<file path="src/rtl/iir_bus_scheduler_pkg.sv">
// ----------------------------------------------------------------------------
// iir_bus_scheduler_pkg
// Shared definitions for the IIR register-bus scheduler:
//   - sched_state_e : scheduler FSM states
//   - REG_*         : IIR block register map, including the commit register
//                     and the base of the coefficient region (addr[15]=1)
//   - COEF_STRIDE   : byte stride between consecutive coefficient words
// ----------------------------------------------------------------------------
package iir_bus_scheduler_pkg;

    typedef enum logic [1:0] {
        ST_IDLE    = 2'd0,
        ST_HOST_RD = 2'd1,
        ST_LOAD    = 2'd2,
        ST_COMMIT  = 2'd3
    } sched_state_e;

    // IIR register map
    localparam logic [15:0] REG_LOOP            = 16'h0100;
    localparam logic [15:0] REG_SHORTCUT        = 16'h0104;
    localparam logic [15:0] REG_OVERFLOW        = 16'h0108;
    localparam logic [15:0] REG_SET_FILTER      = 16'h0120;
    localparam logic [15:0] REG_IIRBITS         = 16'h0200;
    localparam logic [15:0] REG_IIRSHIFT        = 16'h0204;
    localparam logic [15:0] REG_IIRSTAGES       = 16'h0208;
    localparam logic [15:0] REG_FILTERSTAGES    = 16'h0220;
    localparam logic [15:0] REG_FILTERSHIFTBITS = 16'h0224;
    localparam logic [15:0] REG_FILTERMINBW     = 16'h0228;
    localparam logic [15:0] REG_COEF_BASE       = 16'h8000;

    localparam int COEF_STRIDE = 4;

endpackage

</file>
<file path="src/rtl/iir_bus_scheduler_coef_fifo.sv">
// ----------------------------------------------------------------------------
// iir_coef_fifo
// Synchronous show-ahead FIFO (DEPTH x DW) buffering coefficient words for
// the load engine. data_o always presents the oldest word while not empty.
//   clk, nreset : clock, asynchronous active-low reset (empties the FIFO)
//   push_i      : write data_i; ignored when full unless a pop happens too
//   data_i      : word to store
//   pop_i       : consume the oldest word; ignored when empty
//   data_o      : oldest word
//   full_o      : DEPTH words stored
//   empty_o     : no words stored
// ----------------------------------------------------------------------------
module iir_coef_fifo #(
    parameter int DEPTH = 8,
    parameter int DW    = 32
) (
    input  logic          clk,
    input  logic          nreset,
    input  logic          push_i,
    input  logic [DW-1:0] data_i,
    input  logic          pop_i,
    output logic [DW-1:0] data_o,
    output logic          full_o,
    output logic          empty_o
);

    localparam int PW = $clog2(DEPTH);
    localparam int CW = $clog2(DEPTH + 1);

    logic [DW-1:0] mem_q [DEPTH];
    logic [PW-1:0] wptr_q, rptr_q;
    logic [CW-1:0] cnt_q;
    logic          do_push, do_pop;

    assign full_o  = (cnt_q == CW'(DEPTH));
    assign empty_o = (cnt_q == '0);
    assign data_o  = mem_q[rptr_q];

    // A push into a full FIFO is still taken when the same cycle pops,
    // so occupancy stays at DEPTH.
    assign do_pop  = pop_i && !empty_o;
    assign do_push = push_i && (!full_o || do_pop);

    // Storage is not reset; the pointers define which entries are valid.
    always_ff @(posedge clk) begin
        if (do_push) begin
            mem_q[wptr_q] <= data_i;
        end
    end

    // DEPTH is a power of two, so the pointers wrap naturally.
    always_ff @(posedge clk or negedge nreset) begin
        if (!nreset) begin
            wptr_q <= '0;
            rptr_q <= '0;
            cnt_q  <= '0;
        end else begin
            if (do_push) begin
                wptr_q <= wptr_q + PW'(1);
            end
            if (do_pop) begin
                rptr_q <= rptr_q + PW'(1);
            end
            case ({do_push, do_pop})
                2'b10:   cnt_q <= cnt_q + CW'(1);
                2'b01:   cnt_q <= cnt_q - CW'(1);
                default: cnt_q <= cnt_q;
            endcase
        end
    end

endmodule

</file>
<file path="src/rtl/iir_bus_scheduler.sv">
// ----------------------------------------------------------------------------
// iir_bus_scheduler
// Owns the IIR block register bus and shares it between the host control
// port and the coefficient-load engine. The engine streams buffered words
// to COEF_BASE + 4*index and finishes with a write of 1 to SET_FILTER.
//
// Host handshake: the host raises host_req with host_write/host_addr/
// host_wdata and keeps them stable while host_wait=1. A write completes in
// the cycle it is seen with host_wait=0. A read completes in the cycle
// host_rvalid pulses (host_wait=0 there); a request still held in that
// cycle belongs to the finished read and is not restarted.
//
// Ports:
//   clk, nreset                 clock, asynchronous active-low reset
//   host_req/host_write/host_addr/host_wdata  host request
//   host_wait, host_rvalid, host_rdata        host response
//   load_push, load_data, load_full           coefficient FIFO fill port
//   load_start, load_count                    start a load of load_count words
//   load_busy, load_done                      load status
//   iir_addr/iir_wen/iir_ren/iir_wdata/iir_rdata  IIR register bus
// ----------------------------------------------------------------------------
module iir_bus_scheduler
    import iir_bus_scheduler_pkg::*;
#(
    parameter int              AW         = 16,
    parameter int              DW         = 32,
    parameter int              DEPTH      = 8,
    parameter int              RD_LAT     = 2,
    parameter logic [AW-1:0]   COEF_BASE  = AW'(REG_COEF_BASE),
    parameter logic [AW-1:0]   SET_FILTER = AW'(REG_SET_FILTER)
) (
    input  logic                         clk,
    input  logic                         nreset,
    input  logic                         host_req,
    input  logic                         host_write,
    input  logic [AW-1:0]                host_addr,
    input  logic [DW-1:0]                host_wdata,
    output logic                         host_wait,
    output logic                         host_rvalid,
    output logic [DW-1:0]                host_rdata,
    input  logic                         load_push,
    input  logic [DW-1:0]                load_data,
    output logic                         load_full,
    input  logic                         load_start,
    input  logic [$clog2(DEPTH+1)-1:0]   load_count,
    output logic                         load_busy,
    output logic                         load_done,
    output logic [AW-1:0]                iir_addr,
    output logic                         iir_wen,
    output logic                         iir_ren,
    output logic [DW-1:0]                iir_wdata,
    input  logic [DW-1:0]                iir_rdata
);

    localparam int CW = $clog2(DEPTH + 1);
    localparam int RW = $clog2(RD_LAT + 1);

    sched_state_e  state_q;
    logic [RW-1:0] rd_cnt_q;
    logic          pend_q;
    logic [CW-1:0] cnt_q;
    logic [CW-1:0] idx_q;
    logic          host_rvalid_q;
    logic [DW-1:0] host_rdata_q;
    logic          load_done_q;

    logic          host_new;
    logic          fifo_pop;
    logic          fifo_empty;
    logic [DW-1:0] fifo_data;

    iir_coef_fifo #(
        .DEPTH (DEPTH),
        .DW    (DW)
    ) u_fifo (
        .clk     (clk),
        .nreset  (nreset),
        .push_i  (load_push),
        .data_i  (load_data),
        .pop_i   (fifo_pop),
        .data_o  (fifo_data),
        .full_o  (load_full),
        .empty_o (fifo_empty)
    );

    // During the rvalid cycle the host is still holding the finished read.
    assign host_new  = host_req && !host_rvalid_q;
    assign fifo_pop  = (state_q == ST_LOAD) && !fifo_empty;
    assign load_busy = pend_q || (state_q == ST_LOAD) || (state_q == ST_COMMIT);

    assign host_rvalid = host_rvalid_q;
    assign host_rdata  = host_rdata_q;
    assign load_done   = load_done_q;

    // Bus drive: exactly one requester owns the bus per state, so wen and
    // ren can never be high together.
    always_comb begin
        iir_wen   = 1'b0;
        iir_ren   = 1'b0;
        iir_addr  = '0;
        iir_wdata = '0;
        host_wait = 1'b0;
        case (state_q)
            ST_IDLE: begin
                if (host_new) begin
                    if (host_write) begin
                        iir_wen   = 1'b1;
                        iir_addr  = host_addr;
                        iir_wdata = host_wdata;
                    end else begin
                        host_wait = 1'b1;
                    end
                end
            end
            ST_HOST_RD: begin
                iir_ren   = 1'b1;
                iir_addr  = host_addr;
                host_wait = 1'b1;
            end
            ST_LOAD: begin
                host_wait = host_req;
                if (fifo_pop) begin
                    iir_wen   = 1'b1;
                    iir_addr  = COEF_BASE + (AW'(idx_q) << 2);
                    iir_wdata = fifo_data;
                end
            end
            ST_COMMIT: begin
                host_wait = host_req;
                iir_wen   = 1'b1;
                iir_addr  = SET_FILTER;
                iir_wdata = DW'(1);
            end
            default: ;
        endcase
    end

    always_ff @(posedge clk or negedge nreset) begin
        if (!nreset) begin
            state_q       <= ST_IDLE;
            rd_cnt_q      <= '0;
            pend_q        <= 1'b0;
            cnt_q         <= '0;
            idx_q         <= '0;
            host_rvalid_q <= 1'b0;
            host_rdata_q  <= '0;
            load_done_q   <= 1'b0;
        end else begin
            host_rvalid_q <= 1'b0;
            load_done_q   <= 1'b0;

            // A start while busy is dropped; pend_q is never cleared in the
            // same cycle a new start is accepted because pend_q implies busy.
            if (load_start && !load_busy) begin
                pend_q <= 1'b1;
                cnt_q  <= load_count;
            end

            case (state_q)
                ST_IDLE: begin
                    if (host_new) begin
                        if (!host_write) begin
                            rd_cnt_q <= '0;
                            state_q  <= ST_HOST_RD;
                        end
                    end else if (pend_q) begin
                        pend_q  <= 1'b0;
                        idx_q   <= '0;
                        state_q <= (cnt_q == '0) ? ST_COMMIT : ST_LOAD;
                    end
                end
                ST_HOST_RD: begin
                    if (rd_cnt_q == RW'(RD_LAT - 1)) begin
                        host_rdata_q  <= iir_rdata;
                        host_rvalid_q <= 1'b1;
                        state_q       <= ST_IDLE;
                    end else begin
                        rd_cnt_q <= rd_cnt_q + RW'(1);
                    end
                end
                ST_LOAD: begin
                    if (fifo_pop) begin
                        idx_q <= idx_q + CW'(1);
                        if (idx_q + CW'(1) == cnt_q) begin
                            state_q <= ST_COMMIT;
                        end
                    end
                end
                ST_COMMIT: begin
                    load_done_q <= 1'b1;
                    state_q     <= ST_IDLE;
                end
                default: state_q <= ST_IDLE;
            endcase
        end
    end

endmodule

</file>
<file path="config.mk">
export PLATFORM = sky130hd
export DESIGN_NAME = iir_bus_scheduler
export DESIGN_NICKNAME = d
export VERILOG_FILES = /design/src/rtl/iir_bus_scheduler_pkg.sv /design/src/rtl/iir_bus_scheduler_coef_fifo.sv /design/src/rtl/iir_bus_scheduler.sv
export SDC_FILE = /design/constraint.sdc
export NUM_CORES = 1
export LEC_CHECK = 0
export CAP_MARGIN = 10
export CORE_MARGIN = 2
export CORE_UTILIZATION = 40
export DETAILED_ROUTE_END_ITERATION = 10
export PLACE_DENSITY = 0.75
export SETUP_SLACK_MARGIN = 0.05
export SLEW_MARGIN = 5
export SYNTH_ARGS = -nofsm -noshare
export SYNTH_HDL_FRONTEND = slang
export SYNTH_SLANG_ARGS = --single-unit
</file>
<file path="constraint.sdc">
create_clock -name clk -period 5.1 [get_ports clk]
set_clock_uncertainty 0.05 [all_clocks]
set_input_delay 1.53 -clock clk [delete_from_list [all_inputs] [get_ports clk]]
set_output_delay 1.53 -clock clk [all_outputs]
set_load 0.02 [all_outputs]
</file>
; ---- Yosys cells after proc, flatten, opt, wreduce, memory -nomap -nowiden
; Memory sizes are Yosys's and may differ from the RTL's.
; Index checks and enable logic that the tools add are counted.
[totals]
ramBits = 256
output_inout_bits = 87
n_memories = 1
ff_bits = 57
[classes]
add_sub_neg = 7
n_eq_ne = 18
mux = 42
n_reduce_logical = 23
[memory_table]
columns = memory, words, word_bits, read_ports, rd_ports_with_merged_regs, wr, line
row1 = u_fifo.mem_q, 8, 32, 1, 0, 1, iir_bus_scheduler_coef_fifo.sv:30  ; logic [DW-1:0] mem_q [DEPTH];
[op_table]
columns = operator, count
row1 = 2-to-1 mux 32 bit, 3
row2 = one-hot mux 32 bit (3 select lines), 1
row3 = one-hot mux 16 bit (4 select lines), 1
row4 = 2-to-1 mux 16 bit, 3
row5 = 2-to-1 mux 2 bit, 9
row6 = "adder 16 x 6 -> 16 bit, first input constant", 1
row7 = 2-to-1 mux 1 bit, 16
row8 = one-hot mux 4 bit (2 select lines), 2
row9 = 2-to-1 mux 4 bit, 3
row10 = "inequality test 2 bit, second input constant", 6
row11 = "adder 4 x 1 -> 4 bit, second input constant", 2
row12 = zero test 4 bit, 2
row13 = one-hot mux 2 bit (4 select lines), 1
row14 = AND reduction 4 bit, 2
row15 = "adder 3 x 1 -> 3 bit, second input constant", 2
row16 = "equality test 2 x 1 -> 1 bit, second input constant", 3
row17 = "equality test 2 bit, second input constant", 3
row18 = "inequality test 3 bit, second input constant", 2
row19 = one-hot mux 1 bit (3 select lines), 2
row20 = nonzero test 2 bit, 3
row21 = logical AND 1 bit, 5
row22 = AND reduction 5 bit, 1
row23 = equality test 4 bit, 1
row24 = "equality test 4 bit, second input constant", 1
row25 = 9 further kinds, 15

; ---- Longest topological paths before layout
[logic_depth]
depth_word = 9
ltp_mapped = 13

; ---- Cells and area by module
; From an unflattened synthesis, not the netlist that was laid out.
[hier_totals]
cells_unflattened = 650
hier_area_um2 = 12883.6
[modules_own_cells]
columns = mod, cells_per_inst, seq_area_each_um2, instances, area_each_um2
row1 = iir_coef_fifo, 439, 7937.6, 1, 10403.7
row2 = iir_bus_scheduler, 211, 1176.1, 1, 2479.9

; ---- Worst setup path after synthesis
; No wires, ideal clock.
[synth_path]
path_type = input -> register
start = input port load_push
end = memory u_fifo.mem_q[0][0] (enable)
arrival_ns = 5.115
required_ns = 4.549
path_buffers = 1
slack_ns = -0.566
cell_stages = 4
setup_time_ns = 0.501
cell_sequence = clkbuf_1 -> inv_1 -> a21o_1 -> nor4_1
[synth_between]
elab_chain_len = 3
[synth_lines]
columns = item, line
row1 = "start, declared", iir_bus_scheduler.sv:41  ; input logic load_push,
row2 = logical AND 1 bit, iir_bus_scheduler_coef_fifo.sv:42  ; assign do_push = push_i && (!full_o || do_pop);
row3 = 2-to-1 mux 1 bit, iir_bus_scheduler_coef_fifo.sv:46  ; if (do_push) begin
row4 = 2-to-1 mux 1 bit (implied by the code), iir_bus_scheduler_coef_fifo.sv:47  ; mem_q[wptr_q] <= data_i;
row5 = "end, declared", iir_bus_scheduler_coef_fifo.sv:30
; Every way passes these cells.

; ---- Final worst setup path
[layout_path]
start = input port host_req
end = output port iir_wdata[3]
[layout_between]
elab_chain_len = 3
[layout_lines]
columns = item, line
row1 = "start, declared", iir_bus_scheduler.sv:34  ; input logic host_req,
row2 = logical AND 1 bit, iir_bus_scheduler.sv:87  ; assign host_new = host_req && !host_rvalid_q;
row3 = 2-to-1 mux 32 bit, iir_bus_scheduler.sv:105  ; if (host_new) begin
row4 = one-hot mux 32 bit (3 select lines), iir_bus_scheduler.sv:103  ; case (state_q)
row5 = "end, declared", iir_bus_scheduler.sv:51  ; output logic [DW-1:0] iir_wdata,
; Every way passes these cells.

==> qor.json <==
{
  "synth.net_count": 788,
  "seqCellArea_mm2": 0.00912,
  "std_cell_rows": 64,
  "die_w_um": 181,
  "initialDrtViolationCount": 536,
  "num_ports": 209,
  "setup_total_negative_slack_ns": 0,
  "final_common_cell": "edfxtp_1",
  "timing.hold.worst.class": "reg -> reg",
  "worst_setup_path_end_kind": "primary output",
  "synth_area_per_cell_um2": 19.1,
  "dieArea_mm2": 0.0329,
  "seq_power_share_pct": 38.0,
  "layout-drive-gt1-share_pct": 21.7,
  "final_util_pct": 53.9,
  "chipHeight_um": 181,
  "crit_path_max_fanout": 10,
  "max_clock_freq_mhz": 199,
  "number_of_flops_mapped_to_enable_cells_by_yosys": 256,
  "wire_length_of_the_first_global_routing_pass_um": 44000,
  "first_global_vias": 7506,
  "power_frac_clock_pct": 26.0,
  "cts-root-buf": "clkbuf_16",
  "drtPass1Iterations": 4,
  "post-route-drc-count": 0,
  "pwr-share-comb_pct": 36.0,
  "timing_worst_slew_pin_value_ns": 0.915,
  "placement.io_buffers": 208,
  "power_per_cell_area_mw_per_mm2": 595,
  "route.vias.total": 7130,
  "routed_wirelength_um": 28600,
  "power.ir.vdd_worst_v": 0.000321,
  "ant_nets_after_route": 0,
  "count_of_yosys_warnings_during_synthesis": 0,
  "core_mm2": 0.0307,
  "worst_setup_path_start_kind": "primary input",
  "worst_ep_required_time_ns": 3.52,
  "initial_antenna_violation_count": 2,
  "power_switching_share_pct": 32.7,
  "area_of_the_multi_input_gates_mm2": 0.00332,
  "worst_skew_late_latency_ns": 0.51,
  "syn_area_mm2": 0.0126,
  "sequential_share_of_the_synthesized_area_pct": 72.4,
  "clock_sink_count": 313,
  "ys_async_sr_fraction_pct": 18.2,
  "finalSetupViolations": 0,
  "status": "finished, final reports clean",
  "num-fill-cells": 2395,
  "cts-buffers-inserted": 35,
  "grt_overflow_total": 0,
  "flow.area_growth_from_synthesis_pct": 31.7,
  "layout_worst_path_cycle_share_pct": 98.5,
  "synth-seq-cells": 313,
  "grt_use_total_pct": 17.4,
  "timing_worst_setup_path_type": "in -> out",
  "final-hold-violation-count": 0,
  "design.final.nets": 1027,
  "htree_levels": 2,
  "static-leakage-power_nw": 6.07,
  "final-max-slew-violation-count": 0,
  "tritoncts": "built",
  "power.internal_mw": 6.64,
  "detail_route.vias_per_cell": 5.39,
  "synth_cells": 659,
  "cap_viol_max_count": 0,
  "routed_wire_length_per_instance_um": 21.6,
  "power.net_switching_mw": 3.22,
  "yosysUniqueCellTypes": 45,
  "initial_utilization_pct": 40.9,
  "crit_arrival_ns": 3.44,
  "rsz0062_at_grt": "yes",
  "hold_fix_buffers_cts": 0,
  "place.gp.congestion": 0.773,
  "hold-worst-slack_ns": 0.451,
  "final_cell_mix": "edfxtp_1 (256), clkdlybuf4s50_1 (160), mux4_2 (64)",
  "hpwl_detailed_um": 18300,
  "timing.final.crit_period_ns": 5.02,
  "grt_max_degree": 59,
  "slew_headroom_pct": 39.0,
  "path_clk_slew_ns": 0.05,
  "clockBufferDepth": 3,
  "postSynth.topFlopCell": "edfxtp_1"
}
## layout make-up
type / instances / area share [%]
Sequential cell: 313 / 55.0
Multi-Input combinational cell: 301 / 20.0
Timing Repair Buffer: 239 / 14.5
Clock buffer: 43 / 5.58
Tap cell: 396 / 2.99
Clock inverter: 21 / 1.63
Inverter: 8 / 0.181
Antenna cell: 2 / 0.0302
## final timing paths
kind | start | endpoint | slack [ns] | cells past startpoint
max reg2reg | state_q[1] | u_fifo.mem_q[4][9] | 1.95 | 5
min | host_rdata[27] | host_rdata[27] | 0.45 | 1
max | host_req | iir_wdata[3] | 0.08 | 6
max in group asynchronous | nreset | host_rdata[21] | 3.21 | 2
min in group asynchronous | nreset | rd_cnt_q[0] | 0.95 | 1
min reg2reg | host_rdata[27] | host_rdata[27] | 0.45 | 1
## per-layer routing
layer,vias to the layer above,share of wire [%],global-route usage (%)
met4,2,1.5,4.10
met5,-,0.045,0
met1,3652,42,22.0
li1,3177,-,-
met2,266,50,30.4
met3,33,7.3,4.31
## timing repair
item | in CTS | in global routing
resized for setup | 36 | 12
setup buffers | 1 | 0
pin swaps | 1 | 0
setup endpoints to repair | 37 | 13
## synthesized netlist by cell type (6+ instances only)
cell type,instances,area share [%]
edfxtp_1,256,61
clkbuf_1,13,0.39
mux2_2,37,3.3
nand2_1,19,0.57
o21ai_0,14,0.56
a221o_1,32,2.5
and2_1,11,0.55
nor3_1,12,0.48
and3_1,31,1.5
xnor2_1,6,0.42
ha_1,6,0.60
nor2_1,12,0.36
mux4_2,64,11
a21oi_1,8,0.32
inv_1,8,0.24
buf_2,16,0.64
dfrtp_1,57,11
## worst max-delay path, cell delays in order
cell and delay [ns]:
clkdlybuf4s50_1 0.49, nand2b_1 0.11, nor4b_4 0.30, buf_6 0.21, a221o_1 0.18, clkdlybuf4s50_1 0.60
## state kept, by name (all words and copies together), names as in the netlist
signal	cells
idx_q	4
u_fifo.rptr_q	3
u_fifo.wptr_q	3
load_done	1
state_q	2
u_fifo.mem_q	256
host_rvalid	1
pend_q	1
rd_cnt_q	2
u_fifo.cnt_q	4
host_rdata	32
cnt_q	4
## metrics by stage
| step | power (mW) | setup WS [ns] | std cells | instance area (um2) |
|---|---|---|---|---|
| 6_report | 9.86 | 0.0779 | 1323 | 16600 |
| 3_3_place_gp | 7.45 | -0.0542 | 1256 | 15400 |
| 3_5_place_dp | 7.51 | -0.0690 | 1256 | 15400 |
| 4_1_cts | 10.0 | 0.0249 | 1321 | 16500 |
| 2_1_floorplan | 5.93 | 0.0675 | 659 | 12600 |
| 5_1_grt | 10.3 | 0.0161 | 1321 | 16600 |
## power by group through the flow
stage / Combinational [mW] / Clock [mW] / Sequential [mW]
finish: 3.55 / 2.56 / 3.74
global route: 3.81 / 2.72 / 3.82
CTS: 3.63 / 2.62 / 3.75
detailed placement: 3.71 / 0 / 3.80
global placement: 3.68 / 0 / 3.77
floorplan: 2.21 / 0 / 3.72
## logic make-up (layout without fill, tap and decap cells)
kind of cell / Yosys count / in the layout / share of synthesized area [%]
buffers and inverters: 45 / 311 / 1.74
other: 0 / 2 / 0
adders and majority gates: 7 / 7 / 0.755
and+or+nand+nor: 107 / 107 / 4.86
xor gates and xnor gates: 10 / 10 / 0.696
muxes: 103 / 103 / 14.9
DFF: 313 / 313 / 72.4
AOI/OAI and AO/OA: 74 / 74 / 4.62
Note: power is estimated with default switching activity, not from simulation.
